[config.mk]
export PLATFORM = sky130hd
export DESIGN_NAME = prbs_rng_server
export DESIGN_NICKNAME = d
export VERILOG_FILES = /design/src/rtl/prbs_pkg.sv /design/src/rtl/prbs_lfsr_core.sv /design/src/rtl/prbs_rng_server.sv
export SDC_FILE = /design/constraint.sdc
export NUM_CORES = 1
export LEC_CHECK = 0
export ABC_CLOCK_PERIOD_IN_PS = 1900
export CORE_ASPECT_RATIO = 0.8
export CORE_MARGIN = 5
export CORE_UTILIZATION = 46
export DETAILED_ROUTE_END_ITERATION = 10
export PLACE_DENSITY = 0.88
export SLEW_MARGIN = 20
export SYNTH_ARGS = -nofsm -noshare
export SYNTH_HDL_FRONTEND = slang
export SYNTH_HIERARCHICAL = 1
export SYNTH_SLANG_ARGS = --single-unit
[constraint.sdc]
create_clock -name clk -period 1.9 [get_ports clk]
set_clock_uncertainty 0.05 [all_clocks]
set_input_delay 0.38 -clock clk [delete_from_list [all_inputs] [get_ports clk]]
set_output_delay 0.38 -clock clk [all_outputs]
set_load 0.05 [all_outputs]
[src/rtl/prbs_pkg.sv]
// Shared types and constants for the PRBS random-number server:
// FSM encoding, LFSR start value, tap positions and seed sanitising.
package prbs_pkg;

    localparam int LFSR_W = 14;

    // x^14 + x^5 + x^3 + x + 1, expressed as register bit positions
    localparam int TAP3 = 13;
    localparam int TAP2 = 4;
    localparam int TAP1 = 2;
    localparam int TAP0 = 0;

    localparam logic [LFSR_W-1:0] START = {{(LFSR_W-1){1'b0}}, 1'b1};

    typedef enum logic [1:0] {
        ST_IDLE,
        ST_ADVANCE,
        ST_GRANT
    } state_t;

    // The all-zero state is a lock-up point of the LFSR, so it is never loaded.
    function automatic logic [LFSR_W-1:0] seed_fix(input logic [LFSR_W-1:0] s);
        return (s == '0) ? START : s;
    endfunction

endpackage

[src/rtl/prbs_lfsr_core.sv]
// PRBS LFSR register with step enable and parallel load; load wins over step.
module prbs_lfsr_core
    import prbs_pkg::*;
#(
    parameter int N = LFSR_W
) (
    input  logic         clk,
    input  logic         rst,
    input  logic         en,
    input  logic         load,
    input  logic [N-1:0] load_val,
    output logic [N-1:0] q
);

    // NOTE: sequential state is written with non-blocking assignments only,
    // so every flop samples the pre-edge values of its neighbours.
    always_ff @(posedge clk or posedge rst) begin
        if (rst) begin
            q <= START;
        end else if (load) begin
            q <= load_val;
        end else if (en) begin
            q <= {q[N-2:0], q[TAP3] ^ q[TAP2] ^ q[TAP1] ^ q[TAP0]};
        end
    end

endmodule

[src/rtl/prbs_rng_server.sv]
// Round-robin server sharing one PRBS LFSR among NREQ requesters; each grant
// follows STEPS fresh shifts so consumers never share bit windows.
module prbs_rng_server
    import prbs_pkg::*;
#(
    parameter int N     = LFSR_W,
    parameter int NREQ  = 4,
    parameter int STEPS = 14
) (
    input  logic            clk,
    input  logic            rst,
    input  logic [NREQ-1:0] req,
    output logic [NREQ-1:0] gnt,
    output logic [N-1:0]    rnd_data,
    input  logic            seed_wr,
    input  logic [N-1:0]    seed_data,
    output logic            busy
);

    localparam int PW = (NREQ > 1) ? $clog2(NREQ) : 1;
    localparam int CW = $clog2(STEPS + 1);

    state_t          state;
    state_t          state_nxt;
    logic [CW-1:0]   cnt;
    logic [PW-1:0]   ptr;
    logic [PW-1:0]   winner;
    logic [PW-1:0]   pick;
    logic            pick_vld;

    prbs_lfsr_core #(.N(N)) u_lfsr (
        .clk      (clk),
        .rst      (rst),
        .en       (state == ST_ADVANCE),
        .load     (seed_wr),
        .load_val (seed_fix(seed_data)),
        .q        (rnd_data)
    );

    // Descending scan so the requester closest after ptr overrides the rest.
    // NOTE: every combinational output gets a default first, so no path
    // through the block can leave it unassigned and infer a latch.
    always_comb begin
        pick     = '0;
        pick_vld = 1'b0;
        for (int i = NREQ; i >= 1; i--) begin
            if (req[(int'(ptr) + i) % NREQ]) begin
                pick     = PW'((int'(ptr) + i) % NREQ);
                pick_vld = 1'b1;
            end
        end
    end

    always_ff @(posedge clk or posedge rst) begin
        if (rst) begin
            state <= ST_IDLE;
        end else begin
            state <= state_nxt;
        end
    end

    always_comb begin
        state_nxt = state;
        case (state)
            ST_IDLE:    if (!seed_wr && pick_vld) state_nxt = ST_ADVANCE;
            ST_ADVANCE: if (seed_wr)              state_nxt = ST_IDLE;
                        else if (cnt == '0)       state_nxt = ST_GRANT;
            ST_GRANT:   state_nxt = ST_IDLE;
            default:    state_nxt = ST_IDLE;
        endcase
    end

    always_comb begin
        gnt  = '0;
        busy = (state != ST_IDLE);
        if (state == ST_GRANT) gnt[winner] = 1'b1;
    end

    // A seed during ADVANCE abandons the winner; ptr moves only on a completed grant.
    always_ff @(posedge clk or posedge rst) begin
        if (rst) begin
            cnt    <= '0;
            ptr    <= PW'(NREQ - 1);
            winner <= '0;
        end else begin
            case (state)
                ST_IDLE: begin
                    if (!seed_wr && pick_vld) begin
                        winner <= pick;
                        cnt    <= CW'(STEPS - 1);
                    end
                end
                ST_ADVANCE: begin
                    if (!seed_wr && cnt != '0) cnt <= cnt - CW'(1);
                end
                ST_GRANT: begin
                    ptr <= winner;
                end
                default: ;
            endcase
        end
    end

endmodule
==> results of run 1 <==
==> final cells by class <==
class,instances,area (um^2)
multi-input combinational,100,658.1
fill,213,922.1
clock buffer,4,55.05
inverter,7,26.28
timing repair buffer,48,473.0
sequential,24,604.3
tap,38,47.55
==> where the power goes <==
part / internal [mW] / leakage [nW] / switching (mW) / total [mW]
Combinational: 0.465 / 0.502 / 0.618 / 1.08
Clock: 0.185 / 0.0288 / 0.157 / 0.342
Sequential: 0.673 / 0.280 / 0.163 / 0.836
==> metrics by stage <==
| step | worst slack, ns | hold WS (ns) | std cells | power, mW | cell area, um^2 |
|---|---|---|---|---|---|
| 2_1_floorplan | 0.1947 | 0.1687 | 149 | 1.559 | 1365 |
| 6_report | 0.09381 | 0.3784 | 221 | 2.260 | 1864 |
| 3_5_place_dp | 0.009462 | 0.4069 | 217 | 1.924 | 1809 |
| 3_3_place_gp | 0.04149 | 0.4059 | 217 | 1.878 | 1809 |
| 4_1_cts | 0.07173 | 0.3929 | 221 | 2.275 | 1864 |
| 5_1_grt | 0.008213 | 0.4142 | 221 | 2.389 | 1864 |
==> logic make-up after synthesis <==
family                     synth area share
buffers and inverters               0.07571
and+or+nand+nor                      0.2253
adders and majority gates          0.009232
xor gates and xnor gates           0.006465
AOI/OAI and AO/OA                    0.1339
DFF                                  0.4460
muxes                                0.1034
==> critical path, cell delays in order, from the launching register on <==
cell and delay [ns]:
dfrtp_1 0.39, nor2b_1 0.24, nand2_1 0.12, nor2_1 0.19
buf_12 0.17
==> state kept, by name, indices dropped and copies added (netlist names) <==
| signal | count |
|---|---|
| u_lfsr/q | 14 |
| cnt | 4 |
| ptr | 2 |
| state | 2 |
| winner | 2 |
==> cell usage in the layout, fill, tap and decap left out <==
cell | synthesis | routed
buf_12 | 0 | 5
nor3b_1 | 3 | 2
or2_4 | 2 | 2
clkdlybuf4s50_1 | 0 | 20
a41o_1 | 1 | 1
nor3_2 | 1 | 2
nand2_1 | 20 | 20
buf_4 | 2 | 23
nor2_1 | 6 | 6
a211oi_4 | 1 | 1
and3_1 | 1 | 1
ha_1 | 1 | 1
a2bb2oi_2 | 1 | 1
o21ai_0 | 17 | 17
o211a_1 | 1 | 1
dfrtp_1 | 21 | 21
nor4_2 | 1 | 1
o21ai_1 | 1 | 1
nor4bb_1 | 1 | 1
inv_1 | 7 | 7
a21oi_1 | 4 | 4
nor3_1 | 6 | 5
nand3_1 | 2 | 2
o211ai_1 | 1 | 1
nand3b_1 | 3 | 3
mux2i_1 | 14 | 14
xnor2_1 | 1 | 1
dfstp_2 | 3 | 3
nand2b_1 | 6 | 6
nor3b_2 | 0 | 1
o221ai_1 | 1 | 1
clkbuf_8 | 0 | 4
or4b_1 | 1 | 1
nor4_1 | 2 | 2
nor2b_1 | 1 | 1
==> metal layers <==
layer  vias to the layer above  routed length (um)
met5                         -                   0
met4                         0                  39
met3                         6                 131
met2                        33                1633
met1                       574                1400
li1                        567                   -
==> final timing paths <==
path,start,endpoint,slack (ns),depth (start not counted)
setup / recovery,state[1],gnt[2],0.09,4
hold / removal,rst,winner[0],0.38,2
setup reg to reg,state[1],u_lfsr/q[0],0.34,5
hold reg to reg,ptr[0],ptr[0],0.42,2
max in group asynchronous,rst,u_lfsr/q[0],1.00,2
min in group clk,ptr[0],ptr[0],0.42,2
==> flow_summary.ini, run 1 <==
[critical_path]
crit_type = reg2out
crit_path_end_kind = output port
cp_max_fo = 4
cp.required_ns = 1.47
crit_arrival_ns = 1.38
cp-start-kind = flop

[final_layout]
area_delta_synth_final_pct = 37.58
post-route-util = 0.6691
final_layout_size_suffix_gt1_frac = 0.2350
fin_nets = 206
n_antenna_cell = 0

[sta]
slew_viol_final = 0
finalCritPeriodShare = 0.9506
tns_ns = 0
setup_viol = 0
hold_viol = 0
min_period_ns = 1.806
rsz0062_at_grt = false
fmax_ghz = 0.5537
relSlewSlack = 0.6484
worst_pin_slew_ns = 0.5269

[synth]
synth_cell_types = 33
ys.flop_type = dfrtp_1
synth_most_common_cell = dfrtp_1
yosys_warnings = 6
synth.yosys.seq_area_share = 0.4460
ys_top_cells_by_count = 21 x dfrtp_1, 20 x nand2_1, 17 x o21ai_0
synth_top_cell_by_area = dfrtp_1
synth_top_area_frac = 0.3878
synth_area_leaders = dfrtp_1 39%, mux2i_1 10%, o21ai_0 6.3%, dfstp_2 5.8%, nand2_1 5.5%
synth.avg_cell_area_um2 = 9.094
ys_seq_elements = 24
synth_nets = 171
synthCells = 149
synth_enable_flop_cells = 0
synth_area_mm2 = 0.001355
postSynth.asyncResetShare = 1.000

[clocking]
insertion_delay_ns = 0.27
clockRootBuffer = clkbuf_8
clk_path_buf_depth = 2
cts_hold_buf = 0
cts_resized = 0
cts_buffers = 3
cts-htree-levels = 1
cts.sinks = 24
postCtsSetupRepairBufs = 0
clk_pin_slew_ns = 0.08
cts_tree = built

[global_route]
track_usage = 0.1626
grt_start_max_net_pins = 26
use_met2 = 0.2748
use_met3 = 0.03584
overflow = 0
busiest_layer = met2
antenna_found_initial = 0
grt_pass1_wl_um = 5540
grt_pass1_vias = 1204
met1_usage = 0.2141

[floorplanning]
row_count = 17
die_h_um = 58.55
io_pins = 40
initial_utilization = 0.4863
die_area_mm2 = 0.004138
fp.coreArea_mm2 = 0.002786
fp.dieW_um = 70.68

[pwr]
power.density_mw_per_mm2 = 1212
p_leak_nw = 0.8103
vdd_drop_max_mv = 0.8800

[placed_design]
numPortBuffers = 39
gp_congestion = 0.8326
dpl.hpwl_um = 2525

[detailed_routing]
num_vias = 1180
drc = 0
vias_per_cell = 5.339
drt_wl_total_um = 3205
dr.first_iter.drc_count = 109
postRouteAntennaNets = 0
drtPass1Iterations = 4
routedWlPerCell_um = 14.50

[outcome]
status = completed

[flow_run]
drv_cap = 0

[min_path]
min_path_type = in2async
Note: power is estimated with default switching activity, not from simulation.
==> run 2: changes to the inputs <==
Settings changed: PLACE_DENSITY 0.88 to 0.89, SYNTH_HIERARCHICAL 1 to default.
==> flow_summary.ini, run 2 <==
[outcome]
status = completed

[pwr]
seqPwrFrac = 0.416
vdd_drop_max_mv = 0.7238
p_clk_frac = 0.213
p_int_mw = 1.090
switching_share = 0.3674
p_sw_uw = 633.2
power.density_mw_per_mm2 = 946.7
total_power_mw = 1.724
p_leak_nw = 0.8184
p_comb_frac = 0.371

[synth]
synth.yosys.seq_area_share = 0.4703
ys_top_cells_by_count = 21 x dfrtp_1, 20 x nand2_1, 18 x o21ai_0
synth_nets = 153
synth.avg_cell_area_um2 = 9.809
synth_top_area_frac = 0.4090
synth_most_common_cell = dfrtp_1
postSynth.asyncResetShare = 1.000
synthCells = 131
yosys_warnings = 0
synth_enable_flop_cells = 0
ys.flop_type = dfrtp_1
ys_seq_elements = 24
synth_top_cell_by_area = dfrtp_1
synth_cell_types = 34
synth_area_mm2 = 0.001285
synth_area_leaders = dfrtp_1 41%, mux2i_1 12%, o21ai_0 7.0%, dfstp_2 6.1%, nand2_1 5.8%

[detailed_routing]
drc = 0
drt_wl_total_um = 3039
drtPass1Iterations = 4
routedWlPerCell_um = 14.27
num_vias = 1111
dr.first_iter.drc_count = 25
postRouteAntennaNets = 0
vias_per_cell = 5.216

[floorplanning]
fp.dieW_um = 69.09
fp.coreArea_mm2 = 0.002723
initial_utilization = 0.4720
die_area_mm2 = 0.003957
io_pins = 40
die_h_um = 57.28
row_count = 17

[placed_design]
numPortBuffers = 39
dp_slack_ns = -0.07296
gp_congestion = 0.8569
dpl.hpwl_um = 2368
placed_cell_area_mm2 = 0.001738

[clocking]
clockRootBuffer = clkbuf_4
cts_tree = built
cts_hold_buf = 0
cts_buffers = 3
insertion_delay_ns = 0.32
cts.sinks = 24
cts-htree-levels = 1
clk_pin_slew_ns = 0.14
clk_path_buf_depth = 2

[global_route]
grt_pass1_vias = 1142
grt_pass1_wl_um = 5285
track_usage = 0.1609
antenna_found_initial = 0
overflow = 0
grt_start_max_net_pins = 29

[flow_run]
drv_cap = 0

[critical_path]
cp.required_ns = 1.47
critPathCapture = gnt[0]
crit_type = reg2out
rr_worst_depth = 7
worst_r2r_startpoint = cnt[0]
crit_path_end_kind = output port
setup.worst_path.start = state[0]
cp-start-kind = flop
crit_arrival_ns = 1.38
reg2reg_to = cnt[2]
cp_max_fo = 4
r2r_slack_ns = 0.19

[sta]
worst_pin_slew_ns = 0.4699
min_period_ns = 1.814
hold_viol = 0
fin_ws_ns = 0.08612
relSlewSlack = 0.6841
setup_viol = 0
slew_viol_final = 0
finalCritPeriodShare = 0.9547
fmax_ghz = 0.5513
rsz0062_at_grt = false

[final_layout]
n_antenna_cell = 0
final_common_cell = buf_4
multiInputGateArea_um2 = 650.6
fillers = 228
area.sequential_um2 = 605.6
layout_common_cells = 22 x buf_4, 20 x nand2_1, 20 x dfrtp_1, 20 x clkdlybuf4s50_1, 18 x o21ai_0
final_layout_size_suffix_gt1_frac = 0.2457
largest_reg_flops = 14
area_delta_synth_final_pct = 41.68
fin_nets = 198
final_area_mm2 = 0.001821
top_regs = u_lfsr.q x14, cnt x4
regMostFlops = u_lfsr.q

[min_path]
min_path_type = in2async
## run 2: cell types whose count changed after synthesis, sizes merged, moves of 2 or more
cell,previous run,this run
nor3,7,4
nand3,2,0
inv,7,5
nand3b,3,1
mux2i,14,16
nor2,6,8
nand2b,6,2
nor3b,3,1
o21a,0,2
clkbuf,15,3
## run 2: repair_timing
| item | in CTS | in global routing |
|---|---|---|
| setup endpoints to repair | 2 | 3 |
| resized for setup | 1 | 4 |
| setup buffers | 0 | 2 |
## run 2: logic make-up (layout without fill, tap and decap cells)
logic type / after synthesis / in the layout / synth area share
mux: 16 / 16 / 0.1246
fa+ha+maj: 1 / 1 / 0.009736
simple gates: 48 / 48 / 0.1889
flops: 24 / 24 / 0.4703
xor+xnor: 2 / 2 / 0.02434
compound gates: 29 / 29 / 0.1441
buf+inv: 11 / 55 / 0.03797
## run 2: cell type report
class	count	share of cell area
inverters	5	0.01031
repair buffers	46	0.2447
clock buffers	3	0.01237
well taps	38	0.02612
flip-flops and latches	24	0.3326
clock inverters	1	0.01649
multi-input cells	96	0.3574
## run 2: worst min path at each step
stage,from,to,slack [ns],cells past startpoint
after floorplan,rst,cnt[0],0.34,1
after global placement,cnt[0],cnt[0],0.43,1
after detailed placement,ptr[1],ptr[1],0.45,2
after CTS,rst,u_lfsr.q[6],0.35,3
after global routing,rst,u_lfsr.q[4],0.38,3
final,rst,u_lfsr.q[5],0.34,3
## run 2: critical path: stages (launching register included)
cell and delay (ns):
dfrtp_2 0.46, or2b_1 0.27, nor3_4 0.17, buf_12 0.16
## run 2: through the flow
step | setup TNS [ns] | hold slack, ns | instances | utilization
floorplan | 0 | 0.3424 | 131 | -
global route | 0 | 0.3816 | 213 | 0.6687
detailed placement | -0.1083 | 0.4504 | 207 | 0.6383
finish | 0 | 0.3388 | 213 | 0.6687
global placement | -0.004261 | 0.4321 | 207 | 0.6383
CTS | 0 | 0.3498 | 211 | 0.6585
## run 2: power groups by stage
stage / registers (mW) / clock network [mW] / logic, mW
finish: 0.718 / 0.367 / 0.639
detailed placement: 0.723 / 0 / 0.631
floorplan: 0.863 / 0 / 0.283
global placement: 0.713 / 0 / 0.613
global route: 0.735 / 0.392 / 0.689
CTS: 0.713 / 0.374 / 0.636
## run 2: routing by layer
metal	track usage	up-vias	part of all wire
li1	-	546	-
met5	0	-	0
met2	0.2717	19	0.50
met3	0.04049	2	0.038
met4	0.02228	0	0.0046
met1	0.2154	544	0.46
==> variant, RTL diff (config.mk and constraints of run 2) <==
The 3 states of `state_t` get a one-hot encoding in 3 bits.
--- a/src/rtl/prbs_pkg.sv
+++ b/src/rtl/prbs_pkg.sv
@@ -14,6 +14,6 @@
 
-    typedef enum logic [1:0] {
-        ST_IDLE,
-        ST_ADVANCE,
-        ST_GRANT
+    typedef enum logic [2:0] {
+        ST_IDLE    = 3'b001,
+        ST_ADVANCE = 3'b010,
+        ST_GRANT   = 3'b100
     } state_t;
Behaviour: same outputs for any inputs over 4 cycles, from zero or initial values and one cycle with rst high; so few cycles prove little.
==> variant against run 2 <==
- power is 18% lower
- die area is 1.1% higher
- cell area is 3.6% higher
- sequential cell count is 1 higher
- routed wire length is 6.9% higher
- worst setup slack worse by 0.076 ns
- fmax is 4.0% lower
- area after synthesis is 1.4% higher
- largest cell class unchanged
- largest power group unchanged
==> variant: results (changes against run 2) <==
* Largest stage delay, worst path at 0.57 ns (+0.11 ns)
* Leakage at 0.000874 uW (+6.8%)
* Post-synthesis cell count at 130 (-0.76%)
* Initial DRC Count at 33 (+32%)
* Routed vias/inst at 5.39 (+3.4%)
* Gr usage total at 16.7% (+0.60 points)
* Post-synthesis xor/xnor area fraction at 2.40% (-0.033 points)
* Synth Area in Compound Gates at 11.5% (-2.9 points)
* Share of cells above drive strength 1 at 29.1% (+4.5 points)
* Critical path startpoint: state[0]
* Placed Area at 1810 um2 (+4.0%)
* VDD IR max at 0.498 mV (-31%)
* Synth top cells by count: dfrtp_1 (21), nand2_1 (19), mux2i_1 (16)
* Pwr dens at 751 nW/um2 (-21%)
* Met2 GRT Util at 30.2% (+3.0 points)
* Register-to-Register Setup Slack at 0.10 ns (-0.09 ns)
* Outcome: finished, final reports clean
* Worst-Margin Slew at 0.324 ns (-0.146 ns)
* Critical Path Sink: gnt[1]
* Mux cell area share after synthesis at 15.2% (+2.7 points)
* Post-DP HPWL at 2450 um (+3.5%)
* Final non-filler cell total at 220 (+3.3%)
* Comb pwr share at 35.3% (-1.8 points)
* Gpl congestion at 0.810 (-5.5%)
* Setup fix buffers added after clock tree synthesis at 4 (+4)
* Worst Path Arrival at 1.46 ns (+0.08 ns)
* Filler cells at 207 (-9.2%)
* Met1 usage at 20.7% (-0.79 points)
* Number of global-route vias before repair at 1182 (+3.5%)
* Mapped cell area at 1300 um2 (+1.4%)
* Reg2reg start: cnt[1]
* Power Total at 1420 uW (-18%)
* Reg power frac at 47.8% (+6.2 points)
* Met2 Wirelength at 1640 um (+7.9%)
* Final Cycle Share at 99.5% (+4.0 points)
[variant: worst register-to-register path, delay by kind of cell (launching register included)]
family	cells	cell delay (ns)
AO/OA/AOI/OAI	2	0.25
flip-flops	1	0.43
adder cells (fa/ha/maj)	1	0.18
AND/OR/NAND/NOR	2	0.57
buffers and inverters	2	0.22
[variant: how the worst min path moves through the flow]
stage / cells after the start / to / slack, ns
6_report: 3 / u_lfsr.q[11] / 0.34
5_1_grt: 3 / winner[1] / 0.36
4_1_cts: 3 / u_lfsr.q[11] / 0.35
3_5_place_dp: 2 / ptr[0] / 0.48
3_3_place_gp: 2 / ptr[0] / 0.46
2_1_floorplan: 1 / cnt[0] / 0.35
[variant: area by class of cell]
class	instances	share of cell area, %
Timing Repair Buffer	53	27.1
Sequential cell	25	33.4
Clock buffer	4	1.39
Inverter	5	0.995
Tap cell	38	2.52
Multi-Input combinational cell	95	34.6
